`src/rtl/io_pio_ctrl.sv`:
```
// rtl/io_pio_ctrl.sv - debounced buttons with press-edge irq and LED enable/PWM slave
// Per-LED PWM brightness is built only when IO_PIO_PWM_EN is defined.
module io_pio_ctrl #(
  parameter int NUM_BTN         = 1,
  parameter int NUM_LED         = 4,
  parameter int DEBOUNCE_CYCLES = 1500000,
  parameter int BTN_ACTIVE_LOW  = 1,
  parameter int PWM_BITS        = 8
) (
  input  logic               clock,
  input  logic               reset_n,
  input  logic [NUM_BTN-1:0] button,
  output logic [NUM_LED-1:0] leds,
  input  logic [3:0]         avs_address,
  input  logic               avs_read,
  input  logic               avs_write,
  input  logic [31:0]        avs_writedata,
  output logic [31:0]        avs_readdata,
  output logic               irq
);
  localparam int CW = $clog2(DEBOUNCE_CYCLES);
  localparam logic [CW-1:0] CNT_LAST = CW'(DEBOUNCE_CYCLES - 1);
  // Synchronisers reset to the released pin level so nothing counts after reset.
  localparam logic [NUM_BTN-1:0] PIN_IDLE = {NUM_BTN{BTN_ACTIVE_LOW != 0}};

  logic [NUM_BTN-1:0] sync1, sync2, sync, stable, accept, press, w1c;
  logic [CW-1:0]      cnt [NUM_BTN];
  logic [NUM_BTN-1:0] edge_reg, mask_reg;
  logic [NUM_LED-1:0] led_en;
  logic [31:0]        rdata;
  logic               wr_edge, wr_mask, wr_len;
  logic               unused_wdata;

  assign unused_wdata = ^avs_writedata;
  assign sync    = (BTN_ACTIVE_LOW != 0) ? ~sync2 : sync2;
  assign wr_edge = avs_write && (avs_address == 4'd1);
  assign wr_mask = avs_write && (avs_address == 4'd2);
  assign wr_len  = avs_write && (avs_address == 4'd3);
  assign w1c     = wr_edge ? avs_writedata[NUM_BTN-1:0] : '0;

  always_comb begin
    accept = '0;
    for (int b = 0; b < NUM_BTN; b++)
      accept[b] = (sync[b] != stable[b]) && (cnt[b] == CNT_LAST);
  end
  assign press = accept & sync;

  always_ff @(posedge clock or negedge reset_n) begin
    if (!reset_n) begin
      sync1  <= PIN_IDLE;
      sync2  <= PIN_IDLE;
      stable <= '0;
      for (int b = 0; b < NUM_BTN; b++) cnt[b] <= '0;
    end else begin
      sync1  <= button;
      sync2  <= sync1;
      stable <= (stable & ~accept) | (sync & accept);
      for (int b = 0; b < NUM_BTN; b++) begin
        if ((sync[b] == stable[b]) || accept[b]) cnt[b] <= '0;
        else                                     cnt[b] <= cnt[b] + CW'(1);
      end
    end
  end

  // A press landing in the same cycle as a W1C of that bit survives the clear.
  always_ff @(posedge clock or negedge reset_n) begin
    if (!reset_n) begin
      edge_reg     <= '0;
      mask_reg     <= '0;
      led_en       <= '0;
      irq          <= 1'b0;
      avs_readdata <= '0;
    end else begin
      edge_reg <= (edge_reg & ~w1c) | press;
      if (wr_mask) mask_reg <= avs_writedata[NUM_BTN-1:0];
      if (wr_len)  led_en   <= avs_writedata[NUM_LED-1:0];
      irq <= |(edge_reg & mask_reg);
      if (avs_read) avs_readdata <= rdata;
    end
  end

`ifdef IO_PIO_PWM_EN
  logic [PWM_BITS-1:0] pwm_cnt;
  logic [PWM_BITS-1:0] duty   [NUM_LED];
  logic [PWM_BITS-1:0] shadow [NUM_LED];
  logic [NUM_LED-1:0]  led_next;

  always_comb begin
    led_next = '0;
    for (int i = 0; i < NUM_LED; i++)
      led_next[i] = led_en[i] && ((shadow[i] == '1) || (pwm_cnt < shadow[i]));
  end

  // Shadows reload only on the wrap so a duty write never cuts a period short.
  always_ff @(posedge clock or negedge reset_n) begin
    if (!reset_n) begin
      pwm_cnt <= '0;
      leds    <= '0;
      for (int i = 0; i < NUM_LED; i++) begin
        duty[i]   <= '0;
        shadow[i] <= '0;
      end
    end else begin
      pwm_cnt <= pwm_cnt + PWM_BITS'(1);
      leds    <= led_next;
      for (int i = 0; i < NUM_LED; i++) begin
        if (avs_write && (avs_address == 4'(8 + i))) duty[i] <= avs_writedata[PWM_BITS-1:0];
        if (pwm_cnt == '1) shadow[i] <= duty[i];
      end
    end
  end
`else
  localparam int unused_pwm_bits = PWM_BITS;

  always_ff @(posedge clock or negedge reset_n) begin
    if (!reset_n) leds <= '0;
    else          leds <= led_en;
  end
`endif

  always_comb begin
    rdata = '0;
    case (avs_address)
      4'd0:    rdata[NUM_BTN-1:0] = stable;
      4'd1:    rdata[NUM_BTN-1:0] = edge_reg;
      4'd2:    rdata[NUM_BTN-1:0] = mask_reg;
      4'd3:    rdata[NUM_LED-1:0] = led_en;
      default: ;
    endcase
`ifdef IO_PIO_PWM_EN
    for (int i = 0; i < NUM_LED; i++)
      if (avs_address == 4'(8 + i)) rdata[PWM_BITS-1:0] = duty[i];
`endif
  end

endmodule

```
`config.mk`:
```
export PLATFORM = sky130hd
export DESIGN_NAME = io_pio_ctrl
export DESIGN_NICKNAME = d
export VERILOG_FILES = /design/src/rtl/io_pio_ctrl.sv
export SDC_FILE = /design/constraint.sdc
export NUM_CORES = 1
export LEC_CHECK = 0
export ABC_CLOCK_PERIOD_IN_PS = 5800
export CORE_ASPECT_RATIO = 0.5
export CORE_MARGIN = 2
export CORE_UTILIZATION = 48
export CTS_BUF_LIST = sky130_fd_sc_hd__clkbuf_2
export DETAILED_ROUTE_END_ITERATION = 8
export MAX_ROUTING_LAYER = met4
export PLACE_DENSITY = 0.83
export RECOVER_POWER = 100
export REMOVE_ABC_BUFFERS = 1
export SLEW_MARGIN = 5
export SYNTH_ARGS = -nofsm -noshare
export SYNTH_HDL_FRONTEND = slang
export SYNTH_SLANG_ARGS = --single-unit
```
`constraint.sdc`:
```
create_clock -name clock -period 5.8 [get_ports clock]
set_clock_uncertainty 0.05 [all_clocks]
set_input_delay 0.58 -clock clock [delete_from_list [all_inputs] [get_ports clock]]
set_output_delay 0.58 -clock clock [all_outputs]
set_load 0.01 [all_outputs]
```
==> summary.md <==
| Metric | Value |
|---|---|
| Most flop-heavy register | cnt |
| H-Tree Level Count | 2 |
| Final hold vios | 0 |
| Synthesized-area fraction occupied by adder cells | 0.6378% |
| HP Start | sync1 |
| Final Net Count | 253 |
| Worst path required time | ~6 ns |
| Pwr dens | 228.6 nW/um^2 |
| Bufs and invs on worst path | 1 |
| Cts-stage hold buffer count | 0 |
| Setup_tns | 0 ns |
| Clk_lat worst skew | 0.41 ns |
| Share of cells above drive strength 1 | 10.85% |
| CP Depth | 6 |
| Worst Setup Start Kind | flop |
| Syn-to-layout area delta | 9.758% |
| Crit path max fanout | 20 |
| CTS tree | built |
| Main combinational cell family by area after synthesis | simple AND/OR/NAND/NOR gates |
| Slew Limit Headroom | -32.27% |
| DR pass1 iterations | 4 |
| CTS root buffer | clkbuf_2 |
| Multiplexer area fraction after synthesis | 4.018% |
| Core box area | 3904 um^2 |
| Top cells by area, synth | dfrtp_1, buf_4, xnor2_1 |
| Fin crit period | around 2.4 ns |
| Final setup vio count | 0 |
| Least-Margin Pin Slew | between 1.5 and 2 ns |
| Ports | 78 |
| WHS | 0.3246 ns |
| Drt wl/cell | about 12 um |
| Area leader, netlist | dfrtp_1 |
| # resized after CTS | 0 |
| Share of the synthesized area in the top cell type | a little under half |
| Critical-path cell list | ha_1 -> and3_1 -> nand4_1 -> o21ai_0 -> clkbuf_1 -> nor2_1 |
| XOR/XNOR Fraction of Synth Area | approximately 7% |
| Post-synthesis simple-gate area fraction | 20.28% |
| Seq/Total Area, Yosys | ~50% |
| R2r startpoint | cnt[0] |
| Vias per cell | 5.008 |
| Synth Cell Area | 1962 um^2 |
| Syn. warnings | 0 |
| Slowest cell on the critical path | clkbuf_1 |
| Max Slew Vio Count | 40 |
| Largest net degree at the start of global routing | 40 |
| Final worst-path cycle share | between 40 and 50% |
| Max reg flops | 21 |
| First-pass GRT wire length | ~5300 um |
| Drt initial violations | 74 |
| Failing checks | capacitance limit, slew limit |
| Top Family by Delay on Critical Path | buffers and inverters |
| Worst r2r path cells | 6 |
| Die Wd | between 90 and 100 um |
| GPL Wtd Cong | 0.7812 |
| GRT Residual Overflow | 0 |
| Cells after synthesis | 186 |
| CTS Buf Count | 5 |
| Final instance area | 2153 um^2 |
| Postcts setup bufs | 0 |
| Die Area | 4645 um^2 |
| Post-Layout Cell Count | roughly 270 |
| Hold Crit Class | reg -> reg |
| GRT Total Usage | 15.24% |
| Slowest stage delay, CP | slightly below 0.7 ns |
| RR Endpoint | cnt[14] |
| Max-cap violations | 1 |
| Chip Height | 49.21 um |
| Starting Density | 50.26% |
| Netlist cell types | 39 |
| Core Rows | 16 |
| Setup WS post-layout | 3.411 ns |
| DP Area | 2115 um^2 |
| DRC errors left | 0 |
| DR vias | about 1300 |
| P_leak | just over 0.9 nW |
| N_diodes | 0 |
| Register bit count reported by yosys | 39 |
| Worst hold path cell count | 0 |
| Reg2reg setup slack | ~3.4 ns |
| Post-DRT Antenna Nets | 0 |
| Status | finished, violations left |
| Worst VDD drop | 0.1492 mV |
| RSZ-0062 raised after global routing | false |
| Max clock buf depth | 2 |
| Avg Cell Area, Syn | 10.55 um^2 |
| Initial antenna violation count | 0 |
| Worst setup path class | reg -> reg |
| Critical path arrival | 2.61 ns |
| Port bufs | 21 |
| Final HPWL DP | 2317 um |
| Hold Crit Endpoint | sync2 |
| Clock sinks | 39 |
| Worst setup EP type | flop |
| Vias in the first global route | roughly 1200 |
| Placement Setup Slack | about 3.6 ns |
| Final WL | 3260 um |
| Max Fclk | 418.6 MHz |
| Clock transition at path regs | 0.22 ns |
| Cells after DPL | around 260 |
| Post-synthesis compound-gate area fraction | under 10% |
## layer usage
layer	part of all wire (%)	up-vias	track usage [%]
li1	-	636	-
met1	47	628	19.32
met2	45	59	23.45
met3	6.2	9	3.400
met4	2.3	0	7.246
met5	0	-	-
## where the power goes
group	total, mW	switching, mW	internal [mW]
sequential	0.305	0.0119	0.293
combinational	0.0625	0.0324	0.0301
clock	0.124	0.0955	0.0289
## synth_stat cells
master and n:
xnor2_1 12, a21oi_1 4, nand2_1 10, or2_2 2
ha_1 1, nand3_1 6, conb_1 1, nand3b_1 1
mux2_2 5, nor2_1 19, and4b_1 1, clkbuf_1 2
and2_1 1, inv_1 7, dfstp_2 2, nor3_1 3
buf_4 28, and4_2 1, xor2_1 4, or3_4 1
nand4_4 1, nand3_2 1, nand4_1 4, o21ai_0 9
or3_1 1, nand4b_1 1, nor4b_1 1, nor4_1 4
o31ai_1 4, dfrtp_1 37, or4_1 3, or3_2 1
buf_6 1, nor3b_1 1, and3_2 1, mux4_2 1
and3_1 1, nand4_2 1, and4_1 2
## cells in the final DEF (no fill, tap or decap), types with 2 or more instances in the layout
cell type	netlist	layout
dfrtp_1	37	37
conb_1	1	28
nor2_1	19	19
xnor2_1	12	12
dlygate4sd3_1	0	12
nand2_1	10	10
o21ai_0	9	9
clkdlybuf4s50_1	0	8
inv_1	7	7
nand3_1	6	6
mux2_2	5	5
clkbuf_2	0	5
nand4_1	4	4
o31ai_1	4	4
nor4_1	4	4
a21oi_1	4	4
xor2_1	4	4
or4_1	3	3
nor3_1	3	3
and4_1	2	2
and3_1	1	2
or2_2	2	2
clkbuf_1	2	2
dfstp_2	2	2
## kinds of logic (layout without fill, tap and decap cells)
logic type,after synthesis,after routing
compound gates,17,17
mux,6,6
other cells,1,28
simple gates,68,68
flops,39,39
fa+ha+maj,1,1
buf+inv,38,37
xor+xnor,16,16
## layout make-up
type | instances | area, um^2
clock inverters | 3 | 20.02
repair buffers | 22 | 207.7
well taps | 54 | 67.56
inverters | 7 | 26.28
clock buffers | 5 | 25.02
multi-input cells | 136 | 828.3
flip-flops and latches | 39 | 978.4
fillers | 334 | 1750
## metrics by stage
| stage | util [%] | power [mW] |
|---|---|---|
| 6_report | 55.16 | 0.4922 |
| 5_1_grt | 55.16 | 0.5170 |
| 4_1_cts | 55.32 | 0.5008 |
| 3_5_place_dp | 54.17 | 0.3778 |
| 3_3_place_gp | 54.17 | 0.3755 |
| 2_1_floorplan | - | 0.3387 |
## how the worst max path moves through the flow
stage                   startpoint        end  slack [ns]
floorplan                   cnt[0]    cnt[10]        3.44
global placement    avs_address[3]  led_en[0]        3.61
detailed placement  avs_address[3]  led_en[1]        3.58
CTS                         cnt[0]    cnt[20]        3.71
global route                cnt[0]    cnt[18]        3.21
finish                      cnt[0]    cnt[14]        3.41
(Power assumes the default switching activity.)
